$ cat config.mk
export PLATFORM = sky130hd
export DESIGN_NAME = mem_arbiter
export DESIGN_NICKNAME = d
export VERILOG_FILES = /design/src/rtl/mem_arbiter.sv
export SDC_FILE = /design/constraint.sdc
export NUM_CORES = 1
export LEC_CHECK = 0
export CAP_MARGIN = 20
export CELL_PAD_IN_SITES_DETAIL_PLACEMENT = 1
export CELL_PAD_IN_SITES_GLOBAL_PLACEMENT = 1
export CORE_ASPECT_RATIO = 0.6
export CORE_MARGIN = 5
export CORE_UTILIZATION = 22
export DETAILED_ROUTE_END_ITERATION = 16
export PLACE_DENSITY_LB_ADDON = 0.12
export SLEW_MARGIN = 40
export SYNTH_ARGS = -nofsm -noshare
export SYNTH_HDL_FRONTEND = slang
export SYNTH_SLANG_ARGS = --single-unit
export TNS_END_PERCENT = 10
$ cat constraint.sdc
create_clock -name clk -period 2.6 [get_ports clk]
set_clock_uncertainty 0.2 [all_clocks]
set_input_delay 0.78 -clock clk [delete_from_list [all_inputs] [get_ports clk]]
set_output_delay 0.78 -clock clk [all_outputs]
set_load 0.01 [all_outputs]
$ cat src/rtl/mem_arbiter.sv
// mem_arbiter: two-port (instruction fetch / data) arbiter in front of a single
// shared memory port. One transaction is in flight at a time; the winner keeps
// the grant until the memory answers or the wait limit TIMEOUT expires, which
// also raises a sticky timeout_err.
// Optional feature: define MEM_ARB_ROUND_ROBIN_EN to break I/D ties in favour of
// the port not served last; without it D always wins a tie.
module mem_arbiter #(
   parameter int unsigned TIMEOUT = 255
) (
   input  logic        clk,
   input  logic        rst,
   // instruction-fetch port
   input  logic        I_mem_read,
   input  logic [15:0] I_mem_address,
   output logic [15:0] I_mem_rdata,
   output logic        I_mem_resp,
   // data port
   input  logic        D_mem_read,
   input  logic        D_mem_write,
   input  logic [15:0] D_mem_address,
   input  logic [15:0] D_mem_wdata,
   input  logic [1:0]  D_mem_byte_enable,
   output logic [15:0] D_mem_rdata,
   output logic        D_mem_resp,
   // shared memory port
   output logic        mem_read,
   output logic        mem_write,
   output logic [15:0] mem_address,
   output logic [15:0] mem_wdata,
   output logic [1:0]  mem_byte_enable,
   input  logic [15:0] mem_rdata,
   input  logic        mem_resp,
   // status
   output logic        timeout_err
);

   typedef enum logic [1:0] {
      IDLE    = 2'd0,
      SERVE_I = 2'd1,
      SERVE_D = 2'd2
   } state_t;

   typedef enum logic {
      PORT_I = 1'b0,
      PORT_D = 1'b1
   } port_t;

   localparam logic [15:0] TIMEOUT_W = 16'(TIMEOUT);

   state_t      state_q, state_d;
   port_t       last_grant_q, last_grant_d;
   logic [15:0] wait_cnt_q, wait_cnt_d;
   logic        timeout_err_q, timeout_err_d;

   logic        d_req, i_req;
   logic        grant_d, grant_i;
   logic [15:0] wait_inc;

   // Arbitration between the two ports; only consulted while IDLE.
   always_comb begin
      d_req = D_mem_read | D_mem_write;
      i_req = I_mem_read;
`ifdef MEM_ARB_ROUND_ROBIN_EN
      // On a tie, D wins only if I was the port served most recently.
      grant_d = d_req & (~i_req | (last_grant_q == PORT_I));
`else
      // Fixed priority: any D request beats I.
      grant_d = d_req;
`endif
      grant_i = i_req & ~grant_d;
   end

   // Next-state, grant history, wait counter and sticky error.
   always_comb begin
      state_d       = state_q;
      last_grant_d  = last_grant_q;
      wait_cnt_d    = wait_cnt_q;
      timeout_err_d = timeout_err_q;
      // In SERVE the counter is always below TIMEOUT, so this cannot wrap.
      wait_inc      = wait_cnt_q + 16'd1;
      unique case (state_q)
         IDLE: begin
            // A stray mem_resp here is simply ignored.
            if (grant_d) begin
               state_d      = SERVE_D;
               last_grant_d = PORT_D;
               wait_cnt_d   = '0;
            end else if (grant_i) begin
               state_d      = SERVE_I;
               last_grant_d = PORT_I;
               wait_cnt_d   = '0;
            end
         end
         SERVE_I, SERVE_D: begin
            // Grant is held until memory answers, even if the port drops its request.
            if (mem_resp) begin
               state_d = IDLE;
            end else if (wait_inc >= TIMEOUT_W) begin
               // Memory went silent: give up without a resp and flag it forever.
               wait_cnt_d    = TIMEOUT_W;
               timeout_err_d = 1'b1;
               state_d       = IDLE;
            end else begin
               wait_cnt_d = wait_inc;
            end
         end
         default: state_d = IDLE;
      endcase
   end

   // All state registers; reset is asynchronous so a mid-transaction reset drops
   // the grant (and every combinational output below) immediately.
   always_ff @(posedge clk or posedge rst) begin
      if (rst) begin
         state_q       <= IDLE;
         last_grant_q  <= PORT_I;
         wait_cnt_q    <= '0;
         timeout_err_q <= 1'b0;
      end else begin
         state_q       <= state_d;
         last_grant_q  <= last_grant_d;
         wait_cnt_q    <= wait_cnt_d;
         timeout_err_q <= timeout_err_d;
      end
   end

   // Memory-side and port-side outputs steered by the current grant.
   always_comb begin
      mem_read        = 1'b0;
      mem_write       = 1'b0;
      mem_address     = '0;
      mem_wdata       = '0;
      mem_byte_enable = '0;
      I_mem_resp      = 1'b0;
      D_mem_resp      = 1'b0;
      unique case (state_q)
         SERVE_I: begin
            mem_read    = I_mem_read;
            mem_address = I_mem_address;
            I_mem_resp  = mem_resp;
         end
         SERVE_D: begin
            // Read+write together is treated as a write.
            mem_write       = D_mem_write;
            mem_read        = D_mem_read & ~D_mem_write;
            mem_address     = D_mem_address;
            mem_wdata       = D_mem_wdata;
            mem_byte_enable = D_mem_byte_enable;
            D_mem_resp      = mem_resp;
         end
         default: ;
      endcase
   end

   // Read data is broadcast; the resp tells each port when it is valid.
   assign I_mem_rdata = mem_rdata;
   assign D_mem_rdata = mem_rdata;
   assign timeout_err = timeout_err_q;

endmodule

==> results of run 1 <==
## layer usage
layer,routed length [um],GRT usage [%],vias to the layer above
met3,328,3.09,7
met2,3510,21.9,34
met5,0,0,-
li1,-,-,947
met4,27,1.38,0
met1,3810,20.3,907
## through the flow
step	worst slack, ns	cells
after floorplan	0.0882	227
after global placement	-0.467	420
after detailed placement	-0.501	420
after CTS	-0.115	425
after global routing	-0.0335	425
final	0.0273	425
## worst min-delay path by stage
stage	from	to	slack [ns]	cells past startpoint
after floorplan	state_q[0]$_DFFE_PP0P_	state_q[0]$_DFFE_PP0P_	0.30	1
after CTS	timeout_err$_DFFE_PP0P_	timeout_err$_DFFE_PP0P_	0.28	1
after detailed placement	timeout_err$_DFFE_PP0P_	timeout_err$_DFFE_PP0P_	0.26	1
final	timeout_err$_DFFE_PP0P_	timeout_err$_DFFE_PP0P_	0.27	1
after global placement	timeout_err$_DFFE_PP0P_	timeout_err$_DFFE_PP0P_	0.25	1
after global routing	timeout_err$_DFFE_PP0P_	timeout_err$_DFFE_PP0P_	0.32	1
## registers in the layout, summed over array words and instances, names as in the netlist
signal	cells
wait_cnt_q	16
state_q	2
timeout_err	1
## cells in the mapped netlist, types with 2 or more instances
| master | n | share of area, % |
|---|---|---|
| sky130_fd_sc_hd__a21boi_0 | 3 | 1.2 |
| sky130_fd_sc_hd__a22oi_1 | 16 | 6.5 |
| sky130_fd_sc_hd__a31oi_1 | 2 | 0.68 |
| sky130_fd_sc_hd__and2_1 | 22 | 7.5 |
| sky130_fd_sc_hd__buf_4 | 32 | 13 |
| sky130_fd_sc_hd__clkbuf_1 | 10 | 2.0 |
| sky130_fd_sc_hd__dfrtp_1 | 19 | 26 |
| sky130_fd_sc_hd__ha_1 | 5 | 3.4 |
| sky130_fd_sc_hd__inv_1 | 12 | 2.4 |
| sky130_fd_sc_hd__mux2i_1 | 3 | 1.6 |
| sky130_fd_sc_hd__nand2_1 | 10 | 2.0 |
| sky130_fd_sc_hd__nand2b_1 | 4 | 1.4 |
| sky130_fd_sc_hd__nand3_1 | 6 | 1.6 |
| sky130_fd_sc_hd__nand3b_1 | 2 | 0.81 |
| sky130_fd_sc_hd__nand4_1 | 2 | 0.68 |
| sky130_fd_sc_hd__nor2_1 | 9 | 1.8 |
| sky130_fd_sc_hd__nor2b_1 | 25 | 8.5 |
| sky130_fd_sc_hd__nor3_1 | 7 | 1.9 |
| sky130_fd_sc_hd__o211ai_1 | 2 | 0.81 |
| sky130_fd_sc_hd__o21ai_0 | 8 | 2.2 |
| sky130_fd_sc_hd__o311ai_1 | 4 | 1.9 |
## layout make-up
type / instances / area (um2) / share of cell area [%]
Timing Repair Buffer: 128 / 1090 / 36.6
Tap cell: 108 / 135 / 4.55
Inverter: 12 / 45.0 / 1.52
Clock buffer: 3 / 75.1 / 2.53
Multi-Input combinational cell: 154 / 1140 / 38.4
Clock inverter: 1 / 7.51 / 0.253
Sequential cell: 19 / 478 / 16.1
## cell families (layout without fill, tap and decap cells)
group	after synthesis	count (layout)	share of synthesized area [%]
compound gates	50	50	21.0
xor+xnor	1	1	0.475
fa+ha+maj	5	5	3.39
buf+inv	54	144	17.5
flops	19	19	25.8
mux	3	3	1.63
simple gates	95	95	30.1
## power by group
group | switching, mW | internal, mW | total (mW)
Clock | 0.127 | 0.208 | 0.335
Sequential | 0.0353 | 0.325 | 0.361
Combinational | 0.848 | 0.944 | 1.79
Total | 1.01 | 1.48 | 2.49
## critical path: stages
cell and delay (ns):
sky130_fd_sc_hd__clkdlybuf4s50_1 0.41, sky130_fd_sc_hd__a22oi_1 0.19, sky130_fd_sc_hd__nor2b_1 0.06, sky130_fd_sc_hd__buf_2 0.14
## what timing repair did
item                                    CTS  global route
pin swaps                                 0             2
gates resized for setup                 112            43
endpoints found under the setup margin   38            41
cloned                                    1             0
buffers inserted                          0             0
==> results, run 1 <==
- The die covers approximately 10000 um2.
- The run finished with clean final reports.
- Counting every instance in the synthesized netlist gives about 230.
- The region available for standard cell placement spans approximately 8000 um2.
- In the global route stage, overall resource usage came out at ~14%.
- With fillers left out, the area of the finished cells amounts to ~3000 um2.
- The overall routed net length is between 7000 and 8000 um.
- Each instance of the synthesized netlist takes up on average 8.12 um2.
- The upper clock frequency limit is just under 0.4 GHz.
- STA puts the critical path data required time at between 1.5 and 2 ns.
- In this run the critical register-to-register path is launched from wait_cnt_q[4]$_DFFE_PP0P_.
- Along the worst path, the maximum fanout reaches 1.
- The count of maximum capacitance violations is 0.
- The slew at the pin with the worst max-slew slack is approximately 0.36 ns.
- The placed wire-length estimate is ~6000 um.
- STA classifies the critical path endpoint as a primary output.
- The worst path arrival time is around 1.6 ns.
- For this run the aggregate overflow at the end of global routing stands at 0.
- In this run, synthesis produced a sequential element count of 19.
- Cells fill 37.1% of the core in the end.
- The tree built by TritonCTS fans out to 19 sinks.
- The proportion of layout cells with a drive suffix above 1 is a little under a third.
- The vertical die dimension is 80.9 um.
- The number of flops mapped to enable cells by yosys is 0.
- The total negative setup slack is 0 ns.
- The number of fill cells in the layout is 972.
- During synthesis, Yosys emitted a total of 0 warnings.
- Following the worst setup path forward leads to its endpoint at mem_address[0].
- After clock tree synthesis, the clock-pin slew on the worst setup and hold paths is ~0.060 ns.
- The power per cell area is about 840 nW/um2.
- The class of the tightest hold or removal check is reg -> reg.
- CTS built an H-tree with a depth of 1.
- The final hold violation count came to 0.
- The clock tree from TritonCTS is done.
- After detailed routing, the number of vias per cell comes to between 4 and 5.
- The top cell types in the final layout, fill and taps aside, are 53 x sky130_fd_sc_hd__clkdlybuf4s50_1, 30 x sky130_fd_sc_hd__buf_4, 25 x sky130_fd_sc_hd__nor2b_1.
- The worst register-to-register path ends at wait_cnt_q[6]$_DFFE_PP0P_.
- The most used flip-flop cell after synthesis is sky130_fd_sc_hd__dfrtp_1.
- The TritonCTS buffer count is 3.
- Summing over every cut layer, the via total after detailed routing is approximately 1900.
- The total power is ~2.5 mW.
- The kind of start point of the critical path is an input port.
- The pin count of the biggest net entering global routing is 20.
- The first-pass iteration count of the detailed router is 4.
- Routability-driven placement finished with a final weighted congestion of between 0.7 and 0.8.
- The critical path launch point is I_mem_address[0].
- The starting utilization of the core area is approximately 23%.
- Leaving out fill and tap cells, the most frequent cell in the layout is sky130_fd_sc_hd__clkdlybuf4s50_1.
- The total nets after synthesis is between 300 and 400.
- The total setup violations reported at the end of the flow is 0.
- The slack of the worst reg-to-reg path is between 0.1 and 0.15 ns.
- The leakage power total is roughly 1.3 nW.
- After the last flow step, the layout net total stands at about 400.
- The clock passes through at most 2 buffers.
- The number of antenna violations at the first check in global routing is 0.
- In this run, post-CTS hold repair placed 0 buffers.
- The number of max-slew violations in the final report was 0.
- The instance area after placement is slightly below 3000 um2.
- Measured against its own limit, the worst slew margin works out to 76.1%.
- 0 antenna diodes ended up in the layout.
- Subtracting the final worst setup slack from the clock period gives 2.57 ns.
- The depth of the worst register-to-register path is 6.
- VDD sags by at most between 0.3 and 0.4 mV.
- The part of the cycle the worst path needs is around 99%.
- The worst setup path is of the in -> out kind.
- The final hold slack is about 0.27 ns.
- The first global-routing pass estimated ~11000 um of wire.
- The tree is rooted in a sky130_fd_sc_hd__clkbuf_16.
- The port buffer count is 94.
- In this run, distinct cell masters in the synthesized netlist total between 40 and 50.
- The count of nets left with antenna violations once routing finished came out at 0.
- For the worst-skew pair, the clock arrives at the later sink with an insertion delay of 0.26 ns.
- The share of the Yosys chip area taken by registers is about a quarter.
- Summing every instance area after synthesis gives 1840 um2.
- For this block, the initial DRC count from the detailed router was 64.
- Setup repair after global routing could not meet its margin everywhere.
- The die boundary width is ~130 um.
- Dividing the detail-routed wire length by the instance count gives 18.1 um.
- The number of rows in the core area is 25.
- The share of synthesized registers carrying an async set or reset is 100%.
- The area growth from synthesis to layout is 61.0%.
- Pin placement for this block handled around 140 I/O pins.
- The via count of the first global-routing pass is 1929.
- After detailed routing, the number of remaining DRC violations is 0.
Power figures use the tool's default switching activity.
==> inputs of run 2 (changes only) <==
--- a/config.mk
+++ b/config.mk
@@ -8,11 +8,10 @@
 export CAP_MARGIN = 20
 export CELL_PAD_IN_SITES_DETAIL_PLACEMENT = 1
 export CELL_PAD_IN_SITES_GLOBAL_PLACEMENT = 1
-export CORE_ASPECT_RATIO = 0.6
 export CORE_MARGIN = 5
 export CORE_UTILIZATION = 22
 export DETAILED_ROUTE_END_ITERATION = 16
-export PLACE_DENSITY_LB_ADDON = 0.12
+export PLACE_DENSITY = 0.86
 export SLEW_MARGIN = 40
 export SYNTH_ARGS = -nofsm -noshare
 export SYNTH_HDL_FRONTEND = slang
==> constraint.sdc (replaced) <==
create_clock -name clk -period 2.6 [get_ports clk]
set_clock_uncertainty 0.2 [all_clocks]
set_input_delay 0.78 -clock clk [delete_from_list [all_inputs] [get_ports clk]]
set_output_delay 0.78 -clock clk [all_outputs]
set_load 0.005 [all_outputs]
==> results, run 2 (same netlist as run 1, synthesis figures left out) <==
- The largest stage delay on the critical path came to 0.45 ns (+0.04 ns).
- The port buffer count is 94 (unchanged).
- The worst path arrival time is 1.61 ns (+0.02 ns).
- The core outline area came to 8180 um2 (+2.1%).
- The total setup violations reported at the end of the flow came to 0 (unchanged).
- The power per cell area is 735 nW/um2 (-12%).
- The H-tree level count was 1 (unchanged).
- The area enclosed by the die boundary was 10300 um2 (-0.58%).
- The clock-pin transition on the worst setup and hold timing paths is 0.08 ns (+0.02 ns).
- The insertion delay to the later sink of the worst-skew pair is 0.26 ns (about the same).
- The vertical die dimension was 102 um (+26%).
- The post-route standard cell area excluding fillers came to 2800 um2 (-5.5%).
- The mean routed wirelength per cell is 15.9 um (-12%).
- The met3 usage is 2.55% (-0.54 points).
- The largest individual stage delay along the critical path comes from the cell sky130_fd_sc_hd__clkdlybuf4s50_1.
- The first-pass iteration count of the detailed router came to 4 (unchanged).
- The count of maximum capacitance violations is 0 (unchanged).
- The TritonCTS buffer count is 3 (unchanged).
- The number of routed nets with antenna violations is 0 (unchanged).
- The root buffer cell chosen for the clock tree is sky130_fd_sc_hd__clkbuf_8.
- The number of placed cells counting well taps came to 405 (-3.6%).
- The routed via count divided by cell count is 4.59 (+2.9%).
- The upper clock frequency limit is 0.386 GHz (-0.59%).
- The total number of vias is 1877 (-0.95%).
- The worst-case headroom to the max-slew limit is 69.6% (-6.4 points).
- Counting flops per register, the top entry is wait_cnt_q.
- The placer's final routability congestion estimate is 0.790 (-0.11%).
- The met1 layer usage reported by global route was 14.4% (-5.9 points).
- The overall routed net length is 6510 um (-15%).
- The final critical-path setup slack is 0.0120 ns (-0.0153 ns).
- The final hold violation count was 0 (unchanged).
- The placed wire-length estimate is 5390 um (-13%).
- The violation count after the first detailed-routing iteration is 29 (-55%).
- The busiest metal layer after global routing is met2.
- The number of remaining DRC errors was 0 (unchanged).
- The path class of the tightest hold or removal check is reg -> reg.
- The family with the most delay on the worst path is buffers and inverters.
- The worst setup path is launched from an input port.
- The net total in the final layout is 382 (-3.3%).
- The slew at the pin with the worst max-slew slack was 0.455 ns (+0.0991 ns).
- The minimum clock period is 2.59 ns (+0.0153 ns).
- The hold buffer count at CTS came to 0 (unchanged).
- The final cell utilization of the core came to 34.3% (-2.8 points).
- The largest voltage drop on the vdd net is 0.239 mV (-26%).
- In the layout the commonest cells are 49 x sky130_fd_sc_hd__clkdlybuf4s50_1, 25 x sky130_fd_sc_hd__nor2b_1, 21 x sky130_fd_sc_hd__and2_1.
- The proportion of layout cells with a drive suffix above 1 is 18.8% (-12 points).
- The leftover overflow at the end of global routing is 0 (unchanged).
- The number of buffers and inverters on the critical path was 2 (unchanged).
- The highest net fanout along the worst path is 1 (unchanged).
- The required time of the critical path is 1.62 ns (about the same).
- The number of sinks on the clock net is 19 (unchanged).
- The pin count of the biggest net entering global routing is 29 (+45%).
- Setup repair after global routing could not meet its margin everywhere.
- The global routing usage on met2 is 22.0% (+0.16 points).
- The setup slack after placement came to -0.518 ns (-0.0165 ns).
- The startpoint-to-endpoint class of the critical path is in -> out.
- The starting utilization of the core area is 22.5% (-0.47 points).
- The number of antenna violations at the first check in global routing is 0 (unchanged).
- The instance area after placement was 2830 um2 (-3.4%).
- The flow ran to the end, and the final reports show no timing, DRC or antenna violations.
- The final antenna diode count is 0 (unchanged).
- The via count of the first global-routing pass was 2052 (+6.4%).
- From synthesis to final layout, the design area changed by 52.1%.
- The library cell used most frequently in the layout, excluding fill and tap cells, is sky130_fd_sc_hd__clkdlybuf4s50_1.
- The critical path goes through clkdlybuf4s50_1 > and2_1 > dlygate4sd2_1.
- The total negative setup slack was 0 ns (unchanged).
- The die boundary width is 102 um (-21%).
- The first-pass GRT wire length is 10200 um (-9.5%).
- The maximum number of buffers from clock root to sink was 2 (unchanged).
- The leakage power total is 1.23 nW (-5.4%).
- The number of max-slew violations in the final report is 0 (unchanged).
- The number of rows in the core area is 33 (+32%).
- The number of buffers inserted to repair setup after CTS is 0 (unchanged).
- TritonCTS built the clock tree.
- The number of primary I/O pins is 143 (unchanged).
- The total track usage is 12.0% (-1.9 points).
- The post-route non-filler standard cell count came to 409 (-3.8%).
- The flip-flop count of the largest register, all copies and words added was 16 (unchanged).
- The worst setup path is captured at a primary output.
- The part of the cycle the worst path needs is 99.5% (+0.59 points).
==> run 2: cell types whose count changed in the layout (fill, tap and decap cells not counted), moves of 5 or more <==
cell,previous run,this run
sky130_fd_sc_hd__clkbuf_2,14,2
sky130_fd_sc_hd__a22oi_2,7,2
sky130_fd_sc_hd__dlygate4sd2_1,1,16
sky130_fd_sc_hd__buf_4,30,18
sky130_fd_sc_hd__a22oi_1,9,14
==> run 2: metal layers <==
metal	routed length, um	share of wire, %	vias up
met3	592	9.1	13
li1	-	-	915
met4	59	0.91	0
met5	0	0	-
met2	3190	49	73
met1	2670	41	876
==> run 2: layout make-up <==
| class | count | area (um2) |
|---|---|---|
| clock buffer | 4 | 45.0 |
| fill | 987 | 5370 |
| inverter | 12 | 45.0 |
| tap | 105 | 131 |
| timing repair buffer | 115 | 1030 |
| multi-input combinational | 154 | 1080 |
| sequential | 19 | 475 |
==> run 2: per-stage QoR <==
stage | hold slack, ns | power [mW]
finish | 0.293 | 2.06
detailed placement | 0.280 | 2.00
global placement | 0.268 | 1.95
global route | 0.325 | 2.22
CTS | 0.304 | 2.08
floorplan | 0.259 | 1.08
==> run 2: path summary, 6_finish.rpt <==
check	startpoint	end	slack, ns	depth (start not counted)
worst max-delay path	D_mem_wdata[3]	mem_wdata[3]	0.01	3
worst min-delay path	timeout_err$_DFFE_PP0P_	timeout_err$_DFFE_PP0P_	0.29	1
worst max register to register	wait_cnt_q[4]$_DFFE_PP0P_	wait_cnt_q[3]$_DFFE_PP0P_	0.13	6
worst min register to register	timeout_err$_DFFE_PP0P_	timeout_err$_DFFE_PP0P_	0.29	1
max in group asynchronous	rst	state_q[0]$_DFFE_PP0P_	1.34	3
min in group asynchronous	rst	wait_cnt_q[15]$_DFFE_PP0P_	0.64	3
==> run 2: repair_timing <==
| action | 4_1_cts | 5_1_grt |
|---|---|---|
| pin swaps | 15 | 3 |
| gates resized for setup | 100 | 17 |
| setup endpoints to repair | 38 | 15 |
==> run 2: power breakdown <==
group	switching, mW	internal [mW]	total (mW)
clock	0.103	0.109	0.212
sequential	0.0293	0.323	0.352
combinational	0.681	0.815	1.50
total	0.813	1.25	2.06
